### src/rtl/pcs_pkg.sv
// Shared PCS receive-side constants, lock FSM state type and header helper.
package pcs_pkg;

  localparam int unsigned HDR_W      = 2;
  localparam logic [1:0]  HDR_DATA   = 2'b01;
  localparam logic [1:0]  HDR_CTRL   = 2'b10;
  localparam int unsigned GB_SEQ_LEN = 33;

  typedef enum logic [1:0] {
    UNLOCKED  = 2'd0,
    SLIP_WAIT = 2'd1,
    LOCKED    = 2'd2
  } lock_state_t;

  // A sync header is legal only when its two bits differ.
  function automatic logic hdr_is_valid(input logic [HDR_W-1:0] hdr);
    return (hdr == HDR_DATA) || (hdr == HDR_CTRL);
  endfunction

endpackage

### src/rtl/rx_block_lock.sv
// Block-lock FSM: watches framed sync headers and requests bit slips until
// a run of LOCK_CNT legal headers is seen. Built only when
// RX_GEARBOX_BLOCK_LOCK_EN is defined.
`ifdef RX_GEARBOX_BLOCK_LOCK_EN
module rx_block_lock
  import pcs_pkg::*;
#(
  parameter int unsigned LOCK_CNT  = 64,
  parameter int unsigned INVLD_MAX = 16
) (
  input  logic             i_clk,
  input  logic             i_reset_n,
  input  logic [HDR_W-1:0] i_hdr,
  input  logic             i_hdr_valid,
  output logic             o_slip,
  output logic             o_block_lock
);

  localparam int unsigned CNT_W     = $clog2(LOCK_CNT + 1);
  localparam int unsigned WAIT_HDRS = 2;

  lock_state_t      state_q, state_d;
  logic [CNT_W-1:0] hdr_cnt_q, hdr_cnt_d;
  logic [CNT_W-1:0] invld_cnt_q, invld_cnt_d;
  logic [CNT_W-1:0] invld_next_c;
  logic [1:0]       wait_cnt_q, wait_cnt_d;
  logic             slip_d, lock_d;

  // State, counters and the registered slip/lock outputs.
  always_ff @(posedge i_clk) begin
    if (!i_reset_n) begin
      state_q      <= UNLOCKED;
      hdr_cnt_q    <= '0;
      invld_cnt_q  <= '0;
      wait_cnt_q   <= '0;
      o_slip       <= 1'b0;
      o_block_lock <= 1'b0;
    end else begin
      state_q      <= state_d;
      hdr_cnt_q    <= hdr_cnt_d;
      invld_cnt_q  <= invld_cnt_d;
      wait_cnt_q   <= wait_cnt_d;
      o_slip       <= slip_d;
      o_block_lock <= lock_d;
    end
  end

  // Next-state: one decision per framed header; headers already in the
  // gearbox pipeline at slip time are skipped in SLIP_WAIT.
  always_comb begin
    state_d      = state_q;
    hdr_cnt_d    = hdr_cnt_q;
    invld_cnt_d  = invld_cnt_q;
    wait_cnt_d   = wait_cnt_q;
    slip_d       = 1'b0;
    lock_d       = o_block_lock;
    invld_next_c = invld_cnt_q + CNT_W'(!hdr_is_valid(i_hdr));
    if (i_hdr_valid) begin
      case (state_q)
        UNLOCKED: begin
          if (hdr_is_valid(i_hdr)) begin
            if (hdr_cnt_q == CNT_W'(LOCK_CNT - 1)) begin
              state_d     = LOCKED;
              lock_d      = 1'b1;
              hdr_cnt_d   = '0;
              invld_cnt_d = '0;
            end else begin
              hdr_cnt_d = hdr_cnt_q + CNT_W'(1);
            end
          end else begin
            state_d     = SLIP_WAIT;
            slip_d      = 1'b1;
            hdr_cnt_d   = '0;
            invld_cnt_d = '0;
            wait_cnt_d  = '0;
          end
        end
        SLIP_WAIT: begin
          if (wait_cnt_q == 2'(WAIT_HDRS - 1)) begin
            state_d    = UNLOCKED;
            wait_cnt_d = '0;
          end else begin
            wait_cnt_d = wait_cnt_q + 2'd1;
          end
        end
        LOCKED: begin
          if (invld_next_c == CNT_W'(INVLD_MAX)) begin
            state_d     = SLIP_WAIT;
            lock_d      = 1'b0;
            slip_d      = 1'b1;
            hdr_cnt_d   = '0;
            invld_cnt_d = '0;
            wait_cnt_d  = '0;
          end else if (hdr_cnt_q == CNT_W'(LOCK_CNT - 1)) begin
            hdr_cnt_d   = '0;
            invld_cnt_d = '0;
          end else begin
            hdr_cnt_d   = hdr_cnt_q + CNT_W'(1);
            invld_cnt_d = invld_next_c;
          end
        end
        default: state_d = UNLOCKED;
      endcase
    end
  end

endmodule
`endif

### src/rtl/rx_gearbox.sv
// 32b -> 66b receive gearbox: re-frames the SerDes bit stream into
// {sync header, payload lo} / {payload hi} words with single-bit slip.
// Optional block-lock FSM: define RX_GEARBOX_BLOCK_LOCK_EN.
module rx_gearbox
  import pcs_pkg::*;
#(
  parameter int unsigned DATA_WIDTH = 32,
  parameter int unsigned LOCK_CNT   = 64,
  parameter int unsigned INVLD_MAX  = 16
) (
  input  logic                  i_clk,
  input  logic                  i_reset_n,
  input  logic [DATA_WIDTH-1:0] i_data,
  input  logic                  i_data_valid,
  input  logic                  i_slip,
  output logic [DATA_WIDTH-1:0] o_data,
  output logic [HDR_W-1:0]      o_hdr,
  output logic                  o_data_valid,
  output logic                  o_hdr_valid,
  output logic                  o_block_lock
);

  localparam int unsigned BUF_W    = 3 * DATA_WIDTH;
  localparam int unsigned FILL_W   = $clog2(BUF_W + 1);
  localparam int unsigned PEND_W   = 6;
  localparam int unsigned HDR_WORD = DATA_WIDTH + HDR_W;

  typedef enum logic {
    PH_HDR  = 1'b0,
    PH_DATA = 1'b1
  } phase_t;

  phase_t                phase_q, phase_d;
  logic [BUF_W-1:0]      sr_q, sr_d;
  logic [FILL_W-1:0]     fill_q, fill_d;
  logic [PEND_W-1:0]     pend_q, pend_d;
  logic [DATA_WIDTH-1:0] data_d;
  logic [HDR_W-1:0]      hdr_d;
  logic                  dv_d, hv_d;
  logic                  slip_in_c;

`ifdef RX_GEARBOX_BLOCK_LOCK_EN
  logic fsm_slip;

  rx_block_lock #(
    .LOCK_CNT  (LOCK_CNT),
    .INVLD_MAX (INVLD_MAX)
  ) u_block_lock (
    .i_clk        (i_clk),
    .i_reset_n    (i_reset_n),
    .i_hdr        (o_hdr),
    .i_hdr_valid  (o_hdr_valid),
    .o_slip       (fsm_slip),
    .o_block_lock (o_block_lock)
  );

  assign slip_in_c = i_slip | fsm_slip;
`else
  logic unused_lock_cfg;

  assign unused_lock_cfg = ^{32'(LOCK_CNT), 32'(INVLD_MAX)};
  assign o_block_lock    = 1'b0;
  assign slip_in_c       = i_slip;
`endif

  // Buffer, fill level, pending slips, phase and registered outputs.
  always_ff @(posedge i_clk) begin
    if (!i_reset_n) begin
      phase_q      <= PH_HDR;
      sr_q         <= '0;
      fill_q       <= '0;
      pend_q       <= '0;
      o_data       <= '0;
      o_hdr        <= '0;
      o_data_valid <= 1'b0;
      o_hdr_valid  <= 1'b0;
    end else begin
      phase_q      <= phase_d;
      sr_q         <= sr_d;
      fill_q       <= fill_d;
      pend_q       <= pend_d;
      o_data       <= data_d;
      o_hdr        <= hdr_d;
      o_data_valid <= dv_d;
      o_hdr_valid  <= hv_d;
    end
  end

  // Append new bits, drop one oldest bit if a slip is owed, then emit.
  // Bits above the fill level are kept zero so appending is a plain OR.
  always_comb begin
    phase_d = phase_q;
    sr_d    = sr_q;
    fill_d  = fill_q;
    pend_d  = pend_q;
    data_d  = o_data;
    hdr_d   = o_hdr;
    dv_d    = 1'b0;
    hv_d    = 1'b0;

    if (i_data_valid) begin
      sr_d   = sr_q | (BUF_W'(i_data) << fill_q);
      fill_d = fill_q + FILL_W'(DATA_WIDTH);
    end

    if (slip_in_c && (pend_q != '1)) begin
      pend_d = pend_q + PEND_W'(1);
    end
    if ((pend_d != '0) && (fill_d != '0)) begin
      sr_d   = sr_d >> 1;
      fill_d = fill_d - FILL_W'(1);
      pend_d = pend_d - PEND_W'(1);
    end

    if ((phase_q == PH_HDR) && (fill_d >= FILL_W'(HDR_WORD))) begin
      hdr_d   = sr_d[HDR_W-1:0];
      data_d  = sr_d[HDR_WORD-1:HDR_W];
      dv_d    = 1'b1;
      hv_d    = 1'b1;
      sr_d    = sr_d >> HDR_WORD;
      fill_d  = fill_d - FILL_W'(HDR_WORD);
      phase_d = PH_DATA;
    end else if ((phase_q == PH_DATA) && (fill_d >= FILL_W'(DATA_WIDTH))) begin
      data_d  = sr_d[DATA_WIDTH-1:0];
      dv_d    = 1'b1;
      sr_d    = sr_d >> DATA_WIDTH;
      fill_d  = fill_d - FILL_W'(DATA_WIDTH);
      phase_d = PH_HDR;
    end
  end

endmodule

### config.mk
export PLATFORM = sky130hd
export DESIGN_NAME = rx_gearbox
export DESIGN_NICKNAME = d
export VERILOG_FILES = /design/src/rtl/pcs_pkg.sv /design/src/rtl/rx_block_lock.sv /design/src/rtl/rx_gearbox.sv
export SDC_FILE = /design/constraint.sdc
export NUM_CORES = 1
export LEC_CHECK = 0
export CAP_MARGIN = 40
export CORE_MARGIN = 2
export CORE_UTILIZATION = 30
export DETAILED_ROUTE_END_ITERATION = 16
export PLACE_DENSITY = 0.47
export SYNTH_ARGS = -nofsm -noshare
export SYNTH_HDL_FRONTEND = slang
export SYNTH_SLANG_ARGS = --single-unit
export TNS_END_PERCENT = 30
### constraint.sdc
create_clock -name i_clk -period 12.01 [get_ports i_clk]
set_clock_uncertainty 0.15 [all_clocks]
set_input_delay 2.402 -clock i_clk [delete_from_list [all_inputs] [get_ports i_clk]]
set_output_delay 2.402 -clock i_clk [all_outputs]
set_load 0.01 [all_outputs]
==> results of run 1 <==
-- cells in the final DEF, fill, tap and decap left out, types with 4 or more instances in the layout --
cell type          n
nor2_1           185
nand2_1          162
dfxtp_1          144
a21oi_1          132
o21ai_0           89
mux2i_1           73
clkdlybuf4s50_1   70
a221oi_1          43
mux4_2            37
o311a_1           35
nand2b_1          33
mux2_2            22
buf_4             20
a221o_1           19
nor3_1            17
clkbuf_16         17
a21o_1            16
nor2b_1           14
inv_1             13
nand3_1           13
and2_1            13
o22ai_1           13
a211oi_1           9
o21a_1             9
o221a_2            9
a22oi_1            8
and3_1             6
xnor2_1            5
ha_1               5
inv_6              5
a22o_1             4
or2_2              4
a31o_2             4
o31ai_1            4
and2_0             4
a31oi_1            4
clkinv_2           4
-- worst paths after layout --
| kind | start | end | depth (start not counted) |
|---|---|---|---|
| worst max-delay path | i_slip | o_data[11]$_SDFFE_PN0P_ | 17 |
| worst min-delay path | o_hdr[1]$_SDFFE_PN0P_ | o_hdr[1]$_SDFFE_PN0P_ | 2 |
| worst max register to register | pend_q[0]$_SDFF_PN0_ | o_data[11]$_SDFFE_PN0P_ | 18 |
| worst min register to register | o_hdr[1]$_SDFFE_PN0P_ | o_hdr[1]$_SDFFE_PN0P_ | 2 |
-- flip-flops by register name (all words and copies together), names as in the netlist --
register,cells
fill_q,7
o_data,32
o_data_valid,1
o_hdr,2
o_hdr_valid,1
pend_q,6
phase_q,1
sr_q,96
-- stage by stage --
stage / total power [mW] / cells
global route: 4.80 / 1799
CTS: 4.45 / 1799
finish: 4.48 / 1799
floorplan: 2.91 / 1339
global placement: 3.84 / 1761
detailed placement: 3.88 / 1767
-- power breakdown --
group	internal, mW	switching [mW]
clock network	0.300	0.251
registers	0.666	0.0719
logic	1.12	2.07
total	2.08	2.40
-- cell type report --
class                           count  area, um^2  share of cell area, %
Timing Repair Buffer               97         955                   7.87
Tap cell                          455         569                   4.69
Clock inverter                     13         121                   1.00
Multi-Input combinational cell   1055        7060                   58.2
Inverter                           14        52.6                  0.433
Clock buffer                       19         453                   3.73
Sequential cell                   146        2930                   24.1
-- synthesized netlist by cell type (6+ instances only) --
cell type / count
a211oi_1: 9
a21o_1: 16
a21oi_1: 132
a221o_1: 19
a221oi_1: 43
a22oi_1: 9
and2_1: 13
and3_1: 6
buf_1: 14
buf_2: 27
buf_4: 6
clkbuf_1: 75
dfxtp_1: 146
inv_1: 13
mux2_2: 22
mux2i_1: 73
mux4_2: 37
nand2_1: 162
nand2b_1: 33
nand3_1: 13
nor2_1: 185
nor2b_1: 14
nor3_1: 17
o21a_1: 9
o21ai_0: 89
o221a_2: 9
o22ai_1: 13
o311a_1: 35
-- per-layer routing --
metal  global-route usage (%)  up-vias
met5                        0        -
met4                     7.60        0
met3                     4.94       63
met2                     33.9      449
met1                     34.0     5309
li1                         -     4931
-- cell families after synthesis --
family / Yosys count / share of synthesized area, %
muxes: 132 / 17.2
other: 1 / 0.0356
AOI/OAI and AO/OA: 433 / 28.0
and+or+nand+nor: 476 / 20.1
xor gates and xnor gates: 8 / 0.666
buffers and inverters: 138 / 5.54
adders and majority gates: 5 / 0.595
DFF: 146 / 27.8
-- tightest hold or removal path, cell delays in order, from the launching register on --
cell	delay [ns]
dfxtp_1	0.31
nand2_1	0.05
a21oi_1	0.05
==> summary.md, run 1 <==
| Metric | Value |
|---|---|
| Die Span Y | `191 um` |
| Clock Sinks | `146` |
| Initial DRC Count | `roughly 1100` |
| Tot GR Track Use | `around a quarter` |
| Critical Path Fanout Max | `84` |
| Final net count | `1372` |
| Drt total wl | `42.4 mm` |
| CTS tree | `yes` |
| Final Hold Viols | `0` |
| # DRC | `0` |
| CP required | `roughly 12 ns` |
| Global-route wire length before repair | `64.8 mm` |
| Leakage | `approximately 4.6 nW` |
| Worst-Margin Slew | `0.906 ns` |
| HP Class | `register to register` |
| Metal2 WL | `17.8 mm` |
| Final TNS setup | `0 ns` |
| Max Buffers Root-to-Sink | `2` |
| First drt pass iteration count | `5` |
| WS Path Type | `primary input to register` |
| CP cell instances | `clkdlybuf4s50_1 -> o31ai_1 -> xor2_1 -> ha_1 -> and4_1 -> o2bb2ai_1 -> a21bo_1 -> o21ai_0 -> a22o_1 -> or2_2 -> inv_1 -> ha_1 -> nor2b_1 -> a22o_4 -> buf_4 -> a21oi_1 -> a221oi_1` |
| Post-DP HPWL | `29.0 mm` |
| Worst Setup End Kind | `register` |
| DR top layer | `met4` |
| Synthesized cell area | `0.0105 mm^2` |
| Synth warn | `0` |
| CP max stage delay | `0.81 ns` |
| Post-Syn Instances | `1339` |
| Critical path arrival | `7.54 ns` |
| WL met1 | `20.2 mm` |
| Worst ir drop on vdd | `0.144 mV` |
| ANT nets after route | `0` |
| Avg Inst Size Synth | `7.86 um^2` |
| Final Cell Area | `between 0.01 and 0.015 mm^2` |
| Top-area cell type share of the netlist area | `27.8%` |
| Synth Flop Type | `dfxtp_1` |
| Syn nets | `1380` |
| Status | `completed` |
| Maximum clock rate | `about 140 MHz` |
| Initial Util | `30.5%` |
| Core area | `0.0345 mm^2` |
| Yosys top cell by area | `dfxtp_1` |
| RD Place Congestion | `0.944` |
| Most used cell, CP | `ha_1` |
| Die width | `between 150 and 200 um` |
| Post-CTS Hold Buffers | `0` |
| Worst slew margin | `39.1%` |
| Initial antenna violation count | `0` |
| CP max stage cell | `buf_4` |
| Clock transition at the registers of the reported paths | `0.07 ns` |
| Pins Over Slew Limit | `0` |
| Final setup violation count | `0` |
| Number of diodes | `0` |
| Final period util | `between 60% and 70%` |
| Inserted Clock Buffers | `17` |
| Number of enable flip-flop cells after synthesis | `0` |
| Flops & latches, synth | `146` |
| Final hold slack | `around 0.31 ns` |
| Cts repair resizes | `0` |
| Global route overflow | `0` |
| Worst skew pair latency | `between 0.4 and 0.5 ns` |
| Clock root buffer | `clkbuf_16` |
| Met3 wire len | `3.25 mm` |
| H-tree depth | `4` |
| Cell Pwr Density | `between 300 and 400 mW/mm^2` |
| Setup Slack @ Placement | `4.31 ns` |
| Final min period | `7.35 ns` |
| Reg2reg setup slack | `6.11 ns` |
| Final design utilization | `35.1%` |
| Vias in the first global route | `10300` |
| Filler cell count | `around 3700` |
| Register area share after synthesis | `27.8%` |
| Floorplan die area | `approximately 0.037 mm^2` |
| Asr flop ratio synth | `0%` |
| Layout area overhead | `15.4%` |
| RSZ-0062 raised after global routing | `no` |
| Port bufs | `71` |
| Core Rows | `68` |
| Largest net degree at the start of global routing | `85` |
| Via/cell ratio | `~6.0` |
| Number of max-cap violations | `0` |
| Distinct cell type count after synthesis | `76` |
| Critical path's top delay family | `compound AO/OA/AOI/OAI gates` |
| Layout cells sized above 1 | `11.1%` |
| Vias | `around 11000` |
| Top post-synthesis cells by area | `dfxtp_1, mux4_2, mux2i_1, nor2_1, a21oi_1` |
| Per-cell routed wire length | `23.6 um` |
| Post-CTS setup buffer count | `0` |
| IO Count | `73` |
| Placed Instance Area | `0.0116 mm^2` |
| CP bufs+invs | `3` |
| Startpoint types | `primary input` |
| Final WS setup | `4.66 ns` |
No activity file was read; power rests on OpenSTA's default activity.
==> run 2, diff against run 1 <==
PLACE_DENSITY = 0.49   (was 0.47)
clock period = 6.7 ns   (was 12.01 ns; I/O delays follow)
==> summary.md, run 2 (synthesis results as in run 1) <==
| Metric | Value |
|---|---|
| Final TNS setup | `0 ns (unchanged)` |
| Final min period | `approximately 5.7 ns` |
| H-tree depth | `4 (unchanged)` |
| Layout area overhead | `16.4%` |
| Reg2reg setup slack | `1.36 ns (-4.75 ns)` |
| Initial antenna violation count | `0 (unchanged)` |
| Final setup violation count | `0 (unchanged)` |
| Initial Util | `30.5% (unchanged)` |
| ANT nets after route | `0 (unchanged)` |
| Floorplan die area | `0.0366 mm^2 (unchanged)` |
| HP Class | `register to register` |
| Global route overflow | `0 (unchanged)` |
| Top reg by flops | `sr_q` |
| Number of diodes | `0 (unchanged)` |
| Layout cells sized above 1 | `11.3% (+0.26 points)` |
| Per-cell routed wire length | `23.4 um (-0.89%)` |
| Sequential cell area | `0.00293 mm^2 (unchanged)` |
| Number of max-cap violations | `0 (unchanged)` |
| Final Hold Viols | `0 (unchanged)` |
| Pins Over Slew Limit | `0 (unchanged)` |
| Post-DP HPWL | `29.4 mm (+1.3%)` |
| Max FFs per register | `96 (unchanged)` |
| Final period util | `85.6%` |
| Setup Slack @ Placement | `0.587 ns (-3.72 ns)` |
| Worst R2R Path Depth | `18 (unchanged)` |
| Startpoint types | `primary input` |
| Critical R2R Launch | `pend_q[0]$_SDFF_PN0_` |
| Port bufs | `71 (unchanged)` |
| Core Rows | `68 (unchanged)` |
| Die width | `191 um (unchanged)` |
| Status | `completed` |
| Worst slew margin | `38.3% (-0.84 points)` |
| Most frequent cells in the layout | `nor2_1, nand2_1, dfxtp_1, a21oi_1, o21ai_0` |
| Initial DRC Count | `1169 (+7.0%)` |
| Largest net degree at the start of global routing | `68 (-20%)` |
| Most common cell after layout, fill and taps aside | `nor2_1` |
| Tot GR Track Use | `23.0% (-0.35 points)` |
| Drt total wl | `42.2 mm (-0.62%)` |
| Vias | `10800 (+0.52%)` |
| Cts repair resizes | `0 (unchanged)` |
| Critical R2R Capture | `sr_q[13]$_SDFF_PN0_` |
| Top Registers | `sr_q (96), o_data (32), fill_q (7)` |
| Core area | `0.0345 mm^2 (unchanged)` |
| Maximum clock rate | `174 MHz` |
| Critical path arrival | `5.90 ns (-1.64 ns)` |
| Hold Path Origin | `o_hdr[1]$_SDFFE_PN0P_` |
| IO Count | `73 (unchanged)` |
| Via/cell ratio | `5.99 (+0.24%)` |
| CTS tree | `yes` |
| Clock root buffer | `clkbuf_16` |
| Worst Setup End Kind | `register` |
| Critical Path Fanout Max | `34 (-60%)` |
| # DRC | `0 (unchanged)` |
| Clock transition at the registers of the reported paths | `0.07 ns (about the same)` |
| Hold Path Sink | `o_hdr[1]$_SDFFE_PN0P_` |
| Hold path depth | `2 (unchanged)` |
| Worst skew pair latency | `0.44 ns (about the same)` |
| RSZ-0062 raised after global routing | `no` |
| Inserted Clock Buffers | `17 (unchanged)` |
| Filler cell count | `3712 (-0.48%)` |
| Post-CTS Hold Buffers | `0 (unchanged)` |
| CP required | `6.87 ns (-5.32 ns)` |
| Worst-Margin Slew | `0.916 ns (+0.00986 ns)` |
| Area of the multi-input gates | `0.00706 mm^2 (unchanged)` |
| Post-CTS setup buffer count | `0 (unchanged)` |
| Final WS setup | `0.965 ns (-3.69 ns)` |
| Global-route wire length before repair | `64.1 mm (-1.1%)` |
| Final net count | `1377 (+0.36%)` |
| Clock Sinks | `146 (unchanged)` |
| Vias in the first global route | `10200 (-1.0%)` |
| RD Place Congestion | `0.938 (-0.65%)` |
| WS Path Type | `primary input to register` |
| Die Span Y | `191 um (unchanged)` |
| Max Buffers Root-to-Sink | `2 (unchanged)` |
| First drt pass iteration count | `5 (unchanged)` |
==> run 2: per-layer routing <==
| layer | wire length (um) | part of all wire [%] | global-route usage, % | up-vias |
|---|---|---|---|---|
| met5 | 0 | 0 | 0 | - |
| met4 | 1120 | 2.7 | 7.13 | 0 |
| met3 | 3140 | 7.4 | 3.69 | 73 |
| met2 | 17900 | 42 | 34.3 | 480 |
| li1 | - | - | - | 4945 |
| met1 | 20000 | 48 | 33.6 | 5310 |
==> run 2: layout make-up <==
cell class	instances	share of cell area [%]
multi-input combinational	1055	57.6
sequential	146	23.9
timing repair buffer	102	8.56
tap	455	4.65
clock buffer	21	3.84
clock inverter	11	1.02
inverter	14	0.429
==> run 2: worst max-delay path: stages <==
cell             delay, ns
clkdlybuf4s50_1       0.54
o31ai_1               0.15
xor2_1                0.20
ha_1                  0.28
and4_1                0.21
o2bb2ai_1             0.12
a21bo_1               0.32
o21ai_0               0.12
a22o_1                0.28
or2_2                 0.38
inv_1                 0.11
ha_1                  0.16
nand2b_1              0.18
o31a_2                0.70
buf_4                 0.35
nor2_1                0.08
o311a_1               0.35
==> run 2: stage by stage <==
step           util (%)  cells  hold WS, ns  cell area, um^2
2_1_floorplan         -   1339        0.331            10500
3_3_place_gp       33.7   1769        0.299            11600
3_5_place_dp       33.7   1772        0.300            11700
4_1_cts            35.5   1804        0.309            12300
5_1_grt            35.5   1804        0.337            12300
6_report           35.5   1804        0.305            12300
==> run 2: worst max path at each step <==
stage / from / endpoint / slack (ns) / cells past startpoint
after floorplan: i_slip / sr_q[33]$_SDFF_PN0_ / 1.83 / 19
after global placement: i_slip / sr_q[8]$_SDFF_PN0_ / 0.64 / 17
after detailed placement: i_slip / sr_q[8]$_SDFF_PN0_ / 0.59 / 17
after CTS: i_slip / sr_q[13]$_SDFF_PN0_ / 1.0 / 17
after global routing: i_slip / sr_q[13]$_SDFF_PN0_ / 0.65 / 17
final: i_slip / sr_q[13]$_SDFF_PN0_ / 0.97 / 17
Power of run 2 is not shown: default switching activity piles up to over one toggle a cycle in this logic, so the estimate is an artifact.
